## config.mk

```make
export PLATFORM = sky130hd
export DESIGN_NAME = vga_face_sequencer
export DESIGN_NICKNAME = d
export VERILOG_FILES = /design/src/rtl/vga_face_sequencer.sv
export SDC_FILE = /design/constraint.sdc
export NUM_CORES = 1
export LEC_CHECK = 0
export CORE_ASPECT_RATIO = 0.8
export CORE_MARGIN = 2
export CORE_UTILIZATION = 30
export CTS_CLUSTER_SIZE = 24
export DETAILED_ROUTE_END_ITERATION = 8
export HOLD_SLACK_MARGIN = 0.15
export PLACE_DENSITY = 0.57
export REMOVE_ABC_BUFFERS = 1
export SKIP_LAST_GASP = 1
export SYNTH_ARGS = -nofsm -noshare
export SYNTH_HDL_FRONTEND = slang
export SYNTH_SLANG_ARGS = --single-unit
```

## constraint.sdc

```tcl
create_clock -name clk -period 1.8 [get_ports clk]
set_input_delay 0.54 -clock clk [delete_from_list [all_inputs] [get_ports clk]]
set_output_delay 0.54 -clock clk [all_outputs]
set_load 0.03 [all_outputs]
```

## src/rtl/vga_face_sequencer.sv

```systemverilog
// Frame-synchronous face/filter selector for the vga_face streamer.
// Requests are staged and only applied on the last accepted pixel of a frame.
module vga_face_sequencer #(
    parameter int AUTO_FRAMES = 120,
    parameter int NUM_FACES   = 3,
    parameter int NUM_FILTERS = 5
) (
    input  logic        clk,
    input  logic        reset,
    input  logic        next_face_req,
    input  logic        next_filter_req,
    input  logic        set_valid,
    input  logic [1:0]  set_face,
    input  logic [2:0]  set_filter,
    input  logic        auto_en,
    input  logic        st_valid,
    input  logic        st_ready,
    input  logic        st_eop,
    output logic [1:0]  face_select,
    output logic [2:0]  filter_select,
    output logic        pending,
    output logic        change_ack,
    output logic        set_err,
    output logic [15:0] frame_count
);

    typedef enum logic {IDLE, STAGED} state_e;

    localparam logic [1:0]  F_LAST  = 2'(NUM_FACES - 1);
    localparam logic [2:0]  L_LAST  = 3'(NUM_FILTERS - 1);
    localparam logic [15:0] DW_LAST = 16'(AUTO_FRAMES - 1);

    state_e      state_q;
    logic [1:0]  face_q, stg_face_q, stg_face_d, fin_face;
    logic [2:0]  filt_q, stg_filt_q, stg_filt_d;
    logic [15:0] dwell_q, dwell_d, fcnt_q;
    logic        ack_q, err_q;
    logic        boundary, legal, set_ok, set_bad, manual, auto_adv;

    function automatic logic [1:0] inc_face(input logic [1:0] x);
        return (x == F_LAST) ? 2'd0 : x + 2'd1;
    endfunction

    function automatic logic [2:0] inc_filt(input logic [2:0] x);
        return (x == L_LAST) ? 3'd0 : x + 3'd1;
    endfunction

    always_comb begin
        boundary = st_valid & st_ready & st_eop;
        legal    = (32'(set_face) < NUM_FACES) &&
                   (32'(set_filter) < NUM_FILTERS);
        set_ok   = set_valid & legal;
        set_bad  = set_valid & ~legal;
        manual   = set_ok | next_face_req | next_filter_req;

        // The staged pair mirrors the applied pair while idle.
        stg_face_d = stg_face_q;
        stg_filt_d = stg_filt_q;
        if (set_ok) begin
            stg_face_d = set_face;
            stg_filt_d = set_filter;
        end else begin
            if (next_face_req)   stg_face_d = inc_face(stg_face_q);
            if (next_filter_req) stg_filt_d = inc_filt(stg_filt_q);
        end

        auto_adv = auto_en & boundary & ~manual & (dwell_q == DW_LAST);
        fin_face = auto_adv ? inc_face(stg_face_d) : stg_face_d;

        dwell_d = dwell_q;
        if (!auto_en || manual || auto_adv) dwell_d = 16'd0;
        else if (boundary)                  dwell_d = dwell_q + 16'd1;
    end

    always_ff @(posedge clk) begin
        if (reset) begin
            state_q    <= IDLE;
            face_q     <= 2'd0;
            filt_q     <= 3'd0;
            stg_face_q <= 2'd0;
            stg_filt_q <= 3'd0;
            dwell_q    <= 16'd0;
            fcnt_q     <= 16'd0;
            ack_q      <= 1'b0;
            err_q      <= 1'b0;
        end else begin
            err_q   <= set_bad;
            ack_q   <= 1'b0;
            dwell_q <= dwell_d;
            if (boundary) begin
                face_q     <= fin_face;
                filt_q     <= stg_filt_d;
                stg_face_q <= fin_face;
                stg_filt_q <= stg_filt_d;
                fcnt_q     <= fcnt_q + 16'd1;
                ack_q      <= (fin_face != face_q) | (stg_filt_d != filt_q);
                state_q    <= IDLE;
            end else begin
                stg_face_q <= stg_face_d;
                stg_filt_q <= stg_filt_d;
                if (manual) state_q <= STAGED;
            end
        end
    end

    assign face_select   = face_q;
    assign filter_select = filt_q;
    assign pending       = (state_q == STAGED);
    assign change_ack    = ack_q;
    assign set_err       = err_q;
    assign frame_count   = fcnt_q;

endmodule

```

* After elaboration in Yosys (flattened, before gate mapping)
Cells that the tools add are included.
** Storage, ports and cells
- ROM bits :: 0
- Memories :: 0
- Flip-flop bits (word level) :: 45
- Logic and storage cells :: 51
- Bits in writable memories :: 0
- Input bits :: 14
- Bits in latches :: 0
** Operators by class
- Muxes and demuxes :: 9
- Divide/modulo/power cells :: 0
- $add $sub $neg :: 5
- Magnitude comparators :: 2
- Reduce and logical (&&, ||, !) cells :: 7
- Eq/ne operators :: 6
- Multipliers :: 0
- Shifts and indexed selects :: 0
- Bitwise gates (word level) :: 13
** Operators with widths (number)
- adder 16 x 1 -> 16 bit (second input constant) :: 2
- equality test 16 x 7 -> 1 bit (second input constant) :: 1
- 2-to-1 mux 2 bit :: 6
- 2-to-1 mux 3 bit :: 3
- AND 1 bit :: 7
- OR reduction 2 bit :: 3
- adder 2 x 1 -> 2 bit (second input constant) :: 2
- equality test 2 bit (second input constant) :: 2
- adder 3 x 1 -> 3 bit (second input constant) :: 1
- equality test 3 bit (second input constant) :: 1
- less-than comparator 3 bit (second input constant) :: 1
- != test 3 bit :: 1
- NOT 1 bit :: 3
- OR 1 bit :: 3
- logical OR 1 bit :: 2
- less-than comparator 2 bit (second input constant) :: 1
- != test 2 bit :: 1
- logical AND 1 bit :: 1
- zero test 1 bit :: 1

* Depth between registers and ports, before layout
Gate-level depths: netlist (run 1).
- Depth in word-level cells :: 11
- Mapped depth :: 8

* Least setup slack after synthesis (run 1)
Ideal clock, no wire load.
- Kind :: input port to flip-flop
- Start point :: input port set_face[0]
- End point :: register ack_q (netlist: change_ack)
- Library setup time :: 91 ps
- Path buffers :: 0
- Cell stages on the path :: 6
- Arrival :: 1823 ps
- Slack :: -114 ps
- Cell sequence :: nand2_1 -> and3_1 -> nor4_4 -> mux2i_1 -> xnor2_1 -> a311oi_1
** On the way
- Cells in the longest elaborated chain, start to end :: 11
- Elaborated cells on any way between the ends :: 17
- Those cells by class :: add/sub: 1; order compare: 1; eq/ne: 3; mux: 4; bitwise: 7; reduce/logical: 1
** RTL lines
- start, declared :: RTL line 13 : input logic [1:0] set_face,
- parallel branches: the longest is 10 deep, another holds less-than comparator 2 bit
- OR 1 bit * :: RTL line 96 : ack_q <= (fin_face != face_q) | (stg_filt_d != filt_q);
- end signal, assigned :: RTL line 96
- end, declared :: RTL line 37 : logic ack_q, err_q;
Mark *: on every way between the ends.
A chain may end at the register's enable or synchronous reset.

* Worst setup path after layout (run 1)
- Start point :: input port next_filter_req
- End point :: register ack_q (netlist: change_ack)
** On the way
- Cells in the longest elaborated chain, start to end :: 7
- Elaborated cells on any way between the ends :: 10
- Those cells by class :: eq/ne: 2; mux: 3; bitwise: 5
** RTL lines
- start, declared :: RTL line 11 : input logic next_filter_req,
- OR 1 bit :: RTL line 54 : manual = set_ok | next_face_req | next_filter_req;
- NOT 1 bit :: RTL line 67 : auto_adv = auto_en & boundary & ~manual & (dwell_q == DW_LAST);
- AND 1 bit (2 in a row) :: RTL line 67
- 2-to-1 mux 2 bit :: RTL line 68 : fin_face = auto_adv ? inc_face(stg_face_d) : stg_face_d;
- != test 2 bit :: RTL line 96
- OR 1 bit * :: RTL line 96
Every way passes the cells marked *; elsewhere a longest branch is shown, timed or not.

==> results.toml, run 1 <==
[cts]
clk_pin_slew_ps = 90
root_buffer = "clkbuf_8"
htree_levels = 2
clkLatencyLatePin_ps = 290
cts_tree = "done"
cts_buffers = 5
cts_buffer_depth = 2
cts_sinks = 45

[cells_and_area]
multi_input_area_um2 = 1309
diodes = 0
fill_cells = 707
layout_commonest_cell = "buf_4"
nNetsFinal = 358
regArea_um2 = 902.1
layout_common_cells = "buf_4, dfxtp_1, nor2_1"
layout-drive-gt1-share_pct = 26.47
design_area_um2 = 3174
area_delta_synth_final_pct = 50.03

[timing]
finClkSkew_ps = 8.400
maxSlewHeadroom_pct = 77.22
finalWorstSetupSlack_ps = -133.0
setup_viol = 4
fin_crit_ps = 1933
fmax_mhz = 517.3
final_hold_viol_count = 0
tightest_slew_ps = 338.1
rsz0062_at_grt = "true"
finalCritPeriodShare_pct = 107.4
drv_slew = 0

[placed_design]
place_ws_ps = -756.1
gp_congestion = 0.8078
portBuffers = 37
place_hpwl_um = 3762
place_area_um2 = 2965

[drt]
wl_per_cell_um = 12.21
wirelength_um = 5213
first_iter_violations = 69
drtPass1Iterations = 5
vias_per_cell = 4.693
drtAntennaViolNets = 0
via_count = 2004
drcViolationCount = 0

[global_route]
antenna_found_initial = 0
grt_pass1_vias = 1953
overflow = 0
grt_max_degree = 19
grt_pass1_wl_um = 9128
grt.total_usage_pct = 14.46

[logic_synthesis]
avgSynthCellArea_um2 = 8.566
ys_seq_area_share_pct = 42.58
yosys.cell_types.count = 36
synth_top_cell_area_share_pct = 42.58
synth_top_area_cell = "dfxtp_1"
ys_warn_count = 0
synthTopCellsByArea = "dfxtp_1, xor2_1, nor2_1"
syn-cell-area_um2 = 2116
synth-seq-cells = 45
synthCells = 247

[critical_path]
worstPathArrival_ps = 2140
cp-end-kind = "flip-flop"
path_max_fanout = 7
start_kind = "primary input"
required_ps = 2000
path_class = "primary input to flip-flop"

[floorplan]
dieArea_um2 = 7745
die_w_um = 97.89
die_h_um = 79.12
io_pins = 38
coreArea_um2 = 6858
num_rows = 27
start_util_pct = 30.85

[run]
maxCapViolCount = 0

[outcome]
outcome = "complete, but fails checks"
failed_checks = "negative setup slack"

[power]
irDropWorstVdd_uv = 272.8
p_per_area_nw_per_um2 = 623.9
p_leak_nw = 1.345
p_total_mw = 1.980

[min_path]
hold_path_class = "flip-flop to flip-flop"
==> worst max-delay path, cell delays in order <==
cell,delay (ps)
dlygate4sd2_1,320
nor2_2,160
nand2_2,90
nor4_4,260
buf_4,190
mux2i_4,250
xnor2_1,80
a311oi_1,240
==> final cells by class <==
cell class	count	area share, %
clock buffers	6	2.602
clock inverters	1	0.2365
inverters	3	0.3548
multi-input cells	192	41.23
flip-flops and latches	45	28.42
well taps	87	3.429
repair buffers	93	23.73
==> synthesized netlist by cell type (all sizes together) <==
library cell  count
nor2b             4
mux2i             5
nor3              5
nor4              4
nand4             9
a21oi            14
nor2             46
xor2             22
nand3            12
inv               3
o21a              1
and3              6
nand3b            1
a211oi            1
a32oi             1
nand4b            1
or3               5
and4bb            1
mux2              2
dfxtp            45
nand2b            1
xnor2            11
a311oi            1
clkbuf            6
buf               1
ha                4
and3b             1
o21ai             9
nand2            25
==> report_power, final <==
group | switching [mW] | leakage, nW | internal, mW
clock | 0.337 | 0.0433 | 0.304
combinational | 0.155 | 0.937 | 0.153
sequential | 0.0175 | 0.365 | 1.01
==> logic make-up (layout without fill, tap and decap cells) <==
family,Yosys count,in the layout,synth area share (%)
AND/OR/NAND/NOR,121,121,28.98
flip-flops,45,45,42.58
XOR/XNOR,33,33,13.66
AO/OA/AOI/OAI,27,27,7.156
buffers and inverters,10,103,1.833
multiplexers,7,7,3.430
adder cells (fa/ha/maj),4,4,2.366
==> per-layer routing <==
layer,track usage (%),routed length [um]
met2,22.60,2253
met5,0,0
met4,3.889,38
met3,4.225,260
met1,19.56,2660
==> timing repair <==
action,in CTS,in global routing
pin swaps,8,6
hold buffers,0,0
resized for setup,52,13
endpoints found under the setup margin,58,13
buffers inserted,3,1
cloned,0,0
==> final timing paths <==
check                                     start        endpoint  slack, ps  depth (start not counted)
worst min register to register   frame_count[5]  frame_count[5]        500                          2
worst min-delay path             frame_count[5]  frame_count[5]        500                          2
worst max register to register       dwell_q[9]      change_ack       -100                          7
worst max-delay path            next_filter_req      change_ack       -130                          8
==> registers in the layout (all words and copies together) (netlist names) <==
register / flops
pending: 1
filter_select: 3
face_select: 2
set_err: 1
stg_face_q: 2
change_ack: 1
stg_filt_q: 3
frame_count: 16
dwell_q: 16
==> per-stage QoR <==
stage	TNS, ps	cells	util, %	hold WS [ps]
global route	-538.5	427	46.29	538.6
global placement	-15630	417	43.24	483.3
floorplan	-411.1	240	-	466.4
finish	-246.8	427	46.29	498.0
CTS	-563.2	427	45.56	506.8
detailed placement	-16630	417	43.24	492.4
No activity file was read; power rests on OpenSTA's default activity.
==> run 2: changes to the inputs <==
--- a/config.mk
+++ b/config.mk
@@ -12,2 +12,3 @@
 export DETAILED_ROUTE_END_ITERATION = 8
+export GPL_TIMING_DRIVEN = 0
 export HOLD_SLACK_MARGIN = 0.15
--- a/constraint.sdc
+++ b/constraint.sdc
@@ -3,2 +3,2 @@
 set_output_delay 0.54 -clock clk [all_outputs]
-set_load 0.03 [all_outputs]
+set_load 0.01 [all_outputs]
==> run 2 against run 1 <==
  * The run still ends with negative setup slack left
  * Fmax fell by 0.31%
  * Clock skew decreased by 1.4 ps
  * Via count shrank 8.7%
  * Cell area down 6.0%
  * Global-route usage is 1.5 points lower
  * Utilization fell by 2.8 points
  * Critical endpoint unchanged
  * Highest routed layer unchanged
==> results.toml, run 2 (synthesized netlist as in run 1, its figures left out) <==
[outcome]
outcome = "complete, but fails checks"
failed_checks = "negative setup slack"

[floorplan]
die_w_um = 97.89
io_pins = 38
num_rows = 27
coreArea_um2 = 6858
die_h_um = 79.12
start_util_pct = 30.85
dieArea_um2 = 7745

[timing]
fmax_mhz = 515.7
finClkSkew_ps = 7.036
final_hold_viol_count = 0
finalHoldWorstSlack_ps = 477.1
finalWorstSetupSlack_ps = -139.1
maxSlewHeadroom_pct = 52.89
tightest_slew_ps = 706.5
fin_tns_setup_ps = -250.7
rsz0062_at_grt = "true"
drv_slew = 0
setup_viol = 4
finalCritPeriodShare_pct = 107.7
fin_crit_ps = 1939

[power]
p_per_area_nw_per_um2 = 724.1
p_total_mw = 2.162
irDropWorstVdd_uv = 460.0
p_leak_nw = 1.281

[cells_and_area]
layout-drive-gt1-share_pct = 28.00
diodes = 0
layout_common_cells = "nor2_1, dfxtp_2, nand2_1, xor2_1, dfxtp_1"
fill_cells = 702
layout_commonest_cell = "nor2_1"
fin_cells = 387
area_delta_synth_final_pct = 41.10
nNetsFinal = 317

[drt]
drcViolationCount = 0
first_iter_violations = 50
drtPass1Iterations = 4
drtAntennaViolNets = 0
via_count = 1830
vias_per_cell = 4.729
wirelength_um = 4770
wl_per_cell_um = 12.33

[global_route]
antenna_found_initial = 0
grt_pass1_vias = 1784
grt_pass1_wl_um = 8148
overflow = 0
grt.total_usage_pct = 13.01
grt_max_degree = 31

[cts]
cts_sinks = 45
clkLatencyLatePin_ps = 290
clk_pin_slew_ps = 90
cts_tree = "done"
root_buffer = "clkbuf_8"
postCtsHoldBufs = 0
cts_buffers = 5
htree_levels = 2
cts_buffer_depth = 2

[critical_path]
worstPathArrival_ps = 2140
crit_chain = "clkdlybuf4s15_1 -> o21ai_4 -> and3_4 -> nor4_4 -> mux2i_2 -> xnor2_1 -> a311oi_1"
path_max_fanout = 5
cp-end-kind = "flip-flop"
start_kind = "primary input"
path_class = "primary input to flip-flop"
slowest_stage = "mux2i_2"
required_ps = 2000
r2r_cells = 6
crit_path_max_incr_delay_ps = 330

[placed_design]
gp_congestion = 0.8434
place_hpwl_um = 3114
placed_cells = 364
portBuffers = 37

[min_path]
hold_path_class = "flip-flop to flip-flop"
holdPathStages = 2

[run]
maxCapViolCount = 0
==> run 2: per-stage QoR <==
| stage | utilization (%) | setup slack, ps | instance area [um2] |
|---|---|---|---|
| floorplan | - | -107.4 | 2088 |
| global placement | 37.44 | -1079 | 2567 |
| detailed placement | 37.44 | -1107 | 2567 |
| CTS | 41.89 | -217.0 | 2873 |
| global route | 43.53 | -261.2 | 2985 |
| finish | 43.53 | -139.1 | 2985 |
==> run 2: cell type report <==
class                           count  area, um2  area share [%]
Tap cell                           87      108.9           3.646
Clock inverter                      3      68.82           2.305
Multi-Input combinational cell    192       1290           43.21
Inverter                            3      11.26          0.3772
Clock buffer                        5      68.82           2.305
Timing Repair Buffer               52      495.5           16.60
Sequential cell                    45      942.2           31.56
==> run 2: path summary, 6_finish.rpt <==
| check | start | to | slack (ps) |
|---|---|---|---|
| setup / recovery | set_filter[2] | change_ack | -140 |
| hold / removal | dwell_q[1] | dwell_q[1] | 480 |
| setup reg to reg | dwell_q[14] | change_ack | -130 |
| hold reg to reg | dwell_q[1] | dwell_q[1] | 480 |
==> run 2: what timing repair did <==
action                     in CTS  in global routing
setup buffers                   8                  7
gates resized for setup        64                 33
cloned                          0                  0
setup endpoints to repair      52                 33
pin swaps                      10                 10
==> run 2: critical path: cells and delay by family <==
family,cells,cell delay (ps)
simple gates,2,520
compound gates,2,390
mux,1,330
buf+inv,1,260
xor+xnor,1,90
==> run 2: routing by layer <==
| metal | GRT usage (%) | part of all wire (%) | vias up | routed length, um |
|---|---|---|---|---|
| met4 | 3.333 | 0.50 | 0 | 24 |
| li1 | - | - | 950 | - |
| met5 | 0 | 0 | - | 0 |
| met3 | 3.433 | 5.0 | 2 | 239 |
| met1 | 18.37 | 51 | 835 | 2453 |
| met2 | 19.73 | 43 | 43 | 2053 |
==> run 2: report_power, final <==
part	switching [mW]	total (mW)	internal (mW)
Combinational	0.119	0.231	0.112
Clock	0.345	0.903	0.559
Sequential	0.0173	1.03	1.01
Total	0.481	2.16	1.68
==> run 3: changes to the inputs <==
CELL_PAD_IN_SITES_DETAIL_PLACEMENT = 0   (was default)
CELL_PAD_IN_SITES_GLOBAL_PLACEMENT = 1   (was default)
PLACE_DENSITY = 0.71   (was 0.57)
==> run 3 against run 2 <==
  * Flip-flop and latch count stayed put
  * Via count up 0.55%
  * Clock skew hardly changed
  * Fmax grew 2.7%
  * Combinational power increased by 3%
  * Sequential share of layout area is 0.34 points higher
  * Utilization is 1.0 points lower
  * Clock power is 27% lower
  * Wire length rose by 4.2%
  * Critical path depth did not move
  * Sequential power barely moved
  * The flow still finishes with violations (negative setup slack)
==> results.toml, run 3 (synthesized netlist as in run 1, its figures left out) <==
[outcome]
outcome = "complete, but fails checks"
failed_checks = "negative setup slack"

[drt]
via_count = 1840
wl_per_cell_um = 12.91
wirelength_um = 4970
drtPass1Iterations = 4
vias_per_cell = 4.779
first_iter_violations = 50
drtAntennaViolNets = 0
drcViolationCount = 0

[power]
p_total_mw = 1.926
seq_power_share_pct = 53.4
p_leak_nw = 1.243
p_per_area_nw_per_um2 = 660.8
irDropWorstVdd_uv = 281.7
p_sw_share_pct = 25.62
p_comb_share_pct = 12.3
p_sw_mw = 0.4933
p_int_mw = 1.432
clock_power_share_pct = 34.4

[global_route]
overflow = 0
grt_pass1_wl_um = 8438
grt.total_usage_pct = 13.50
grt_pass1_vias = 1774
antenna_found_initial = 0
grt_max_degree = 31

[critical_path]
path_max_fanout = 5
crit_path_max_incr_delay_ps = 310
start_kind = "primary input"
timing.critical_path.max_delay_family = "simple AND/OR/NAND/NOR gates"
r2r-start = "dwell_q[7]"
r2r_slack_ps = -50
worstPathArrival_ps = 2090
path_class = "primary input to flip-flop"
critical_path.startpoint = "set_filter[2]"
crit_buf_inv = 1
crit_chain = "clkdlybuf4s15_1 -> o21ai_4 -> and3_4 -> nor4_4 -> mux2i_2 -> xor2_1 -> a311oi_1"
required_ps = 2000
slowest_stage = "nor4_4"
cp-end-kind = "flip-flop"

[cells_and_area]
diodes = 0
area_delta_synth_final_pct = 37.73
utilization_pct = 42.49
design_area_um2 = 2914
layout_commonest_cell = "nor2_1"
fin_cells = 385
nNetsFinal = 315
layout-drive-gt1-share_pct = 24.50
layout_common_cells = "nor2_1, dfxtp_1, nand2_1"

[floorplan]
num_rows = 27
start_util_pct = 30.85
dieArea_um2 = 7745
coreArea_um2 = 6858
io_pins = 38
die_w_um = 97.89
die_h_um = 79.12

[cts]
htree_levels = 2
cts_sinks = 45
cts_buffer_depth = 2
clkLatencyLatePin_ps = 290
postCtsHoldBufs = 0
root_buffer = "clkbuf_8"
cts_tree = "done"
cts_buffers = 5
clk_pin_slew_ps = 90

[placed_design]
place_hpwl_um = 3135
place_area_um2 = 2567
portBuffers = 37
gp_congestion = 0.7508
place_ws_ps = -1140
placed_cells = 364

[timing]
fin_crit_ps = 1889
maxSlewHeadroom_pct = 57.76
fmax_mhz = 529.5
finalWorstSetupSlack_ps = -88.74
final_hold_viol_count = 0
finClkSkew_ps = 7.477
fin_tns_setup_ps = -118.5
tightest_slew_ps = 633.6
setup_viol = 2
finalCritPeriodShare_pct = 104.9
drv_slew = 0
finalHoldWorstSlack_ps = 475.0
rsz0062_at_grt = "true"

[min_path]
hold_path_class = "flip-flop to flip-flop"
hold_start = "filter_select[0]"

[run]
maxCapViolCount = 0
## run 3: cell count changes in the layout (fill, tap and decap cells not counted), sizes merged
cell	previous run	this run
buf	15	13
bufinv	2	0
clkbuf	8	12
clkdlybuf4s15	6	5
clkdlybuf4s50	12	8
clkinv	0	2
dlygate4sd2	5	7
inv	4	3
## run 3: cell type report
class	count	area (um2)
inverter	3	11.26
clock buffer	6	82.58
sequential	45	929.6
clock inverter	2	13.76
fill	718	3944
multi-input combinational	192	1309
tap	87	108.9
timing repair buffer	50	459.2
## run 3: final timing paths
| kind | cells past startpoint | to |
|---|---|---|
| worst max-delay path | 7 | change_ack |
| worst min register to register | 2 | filter_select[0] |
| worst max register to register | 6 | change_ack |
| worst min-delay path | 2 | filter_select[0] |
## run 3: routing by layer
metal / track usage [%] / vias to the layer above / wire length [um]
met5: 0 / - / 0
met4: 4.167 / 0 / 48
met3: 3.785 / 5 / 222
met2: 21.10 / 31 / 2221
met1: 18.18 / 867 / 2477
li1: - / 937 / -
## run 3: power groups by stage
stage / combinational, mW / sequential [mW] / clock [mW]
6_report: 0.237 / 1.03 / 0.661
5_1_grt: 0.260 / 1.03 / 0.735
4_1_cts: 0.237 / 1.03 / 0.688
3_5_place_dp: 0.205 / 1.05 / 0
3_3_place_gp: 0.204 / 1.05 / 0
2_1_floorplan: 0.108 / 1.06 / 0
## run 3: timing repair
item                       in CTS  in global routing
cloned                          0                  0
pin swaps                      10                  4
buffers inserted               11                  2
setup endpoints to repair      53                 26
resized for setup              61                 34
## run 3: worst reg2reg max path: cells and delay by family (launching register included)
kind            cells  cell delay (ps)
simple gates        3              730
flops               1              340
mux                 1              310
compound gates      1              260
xor+xnor            1              100
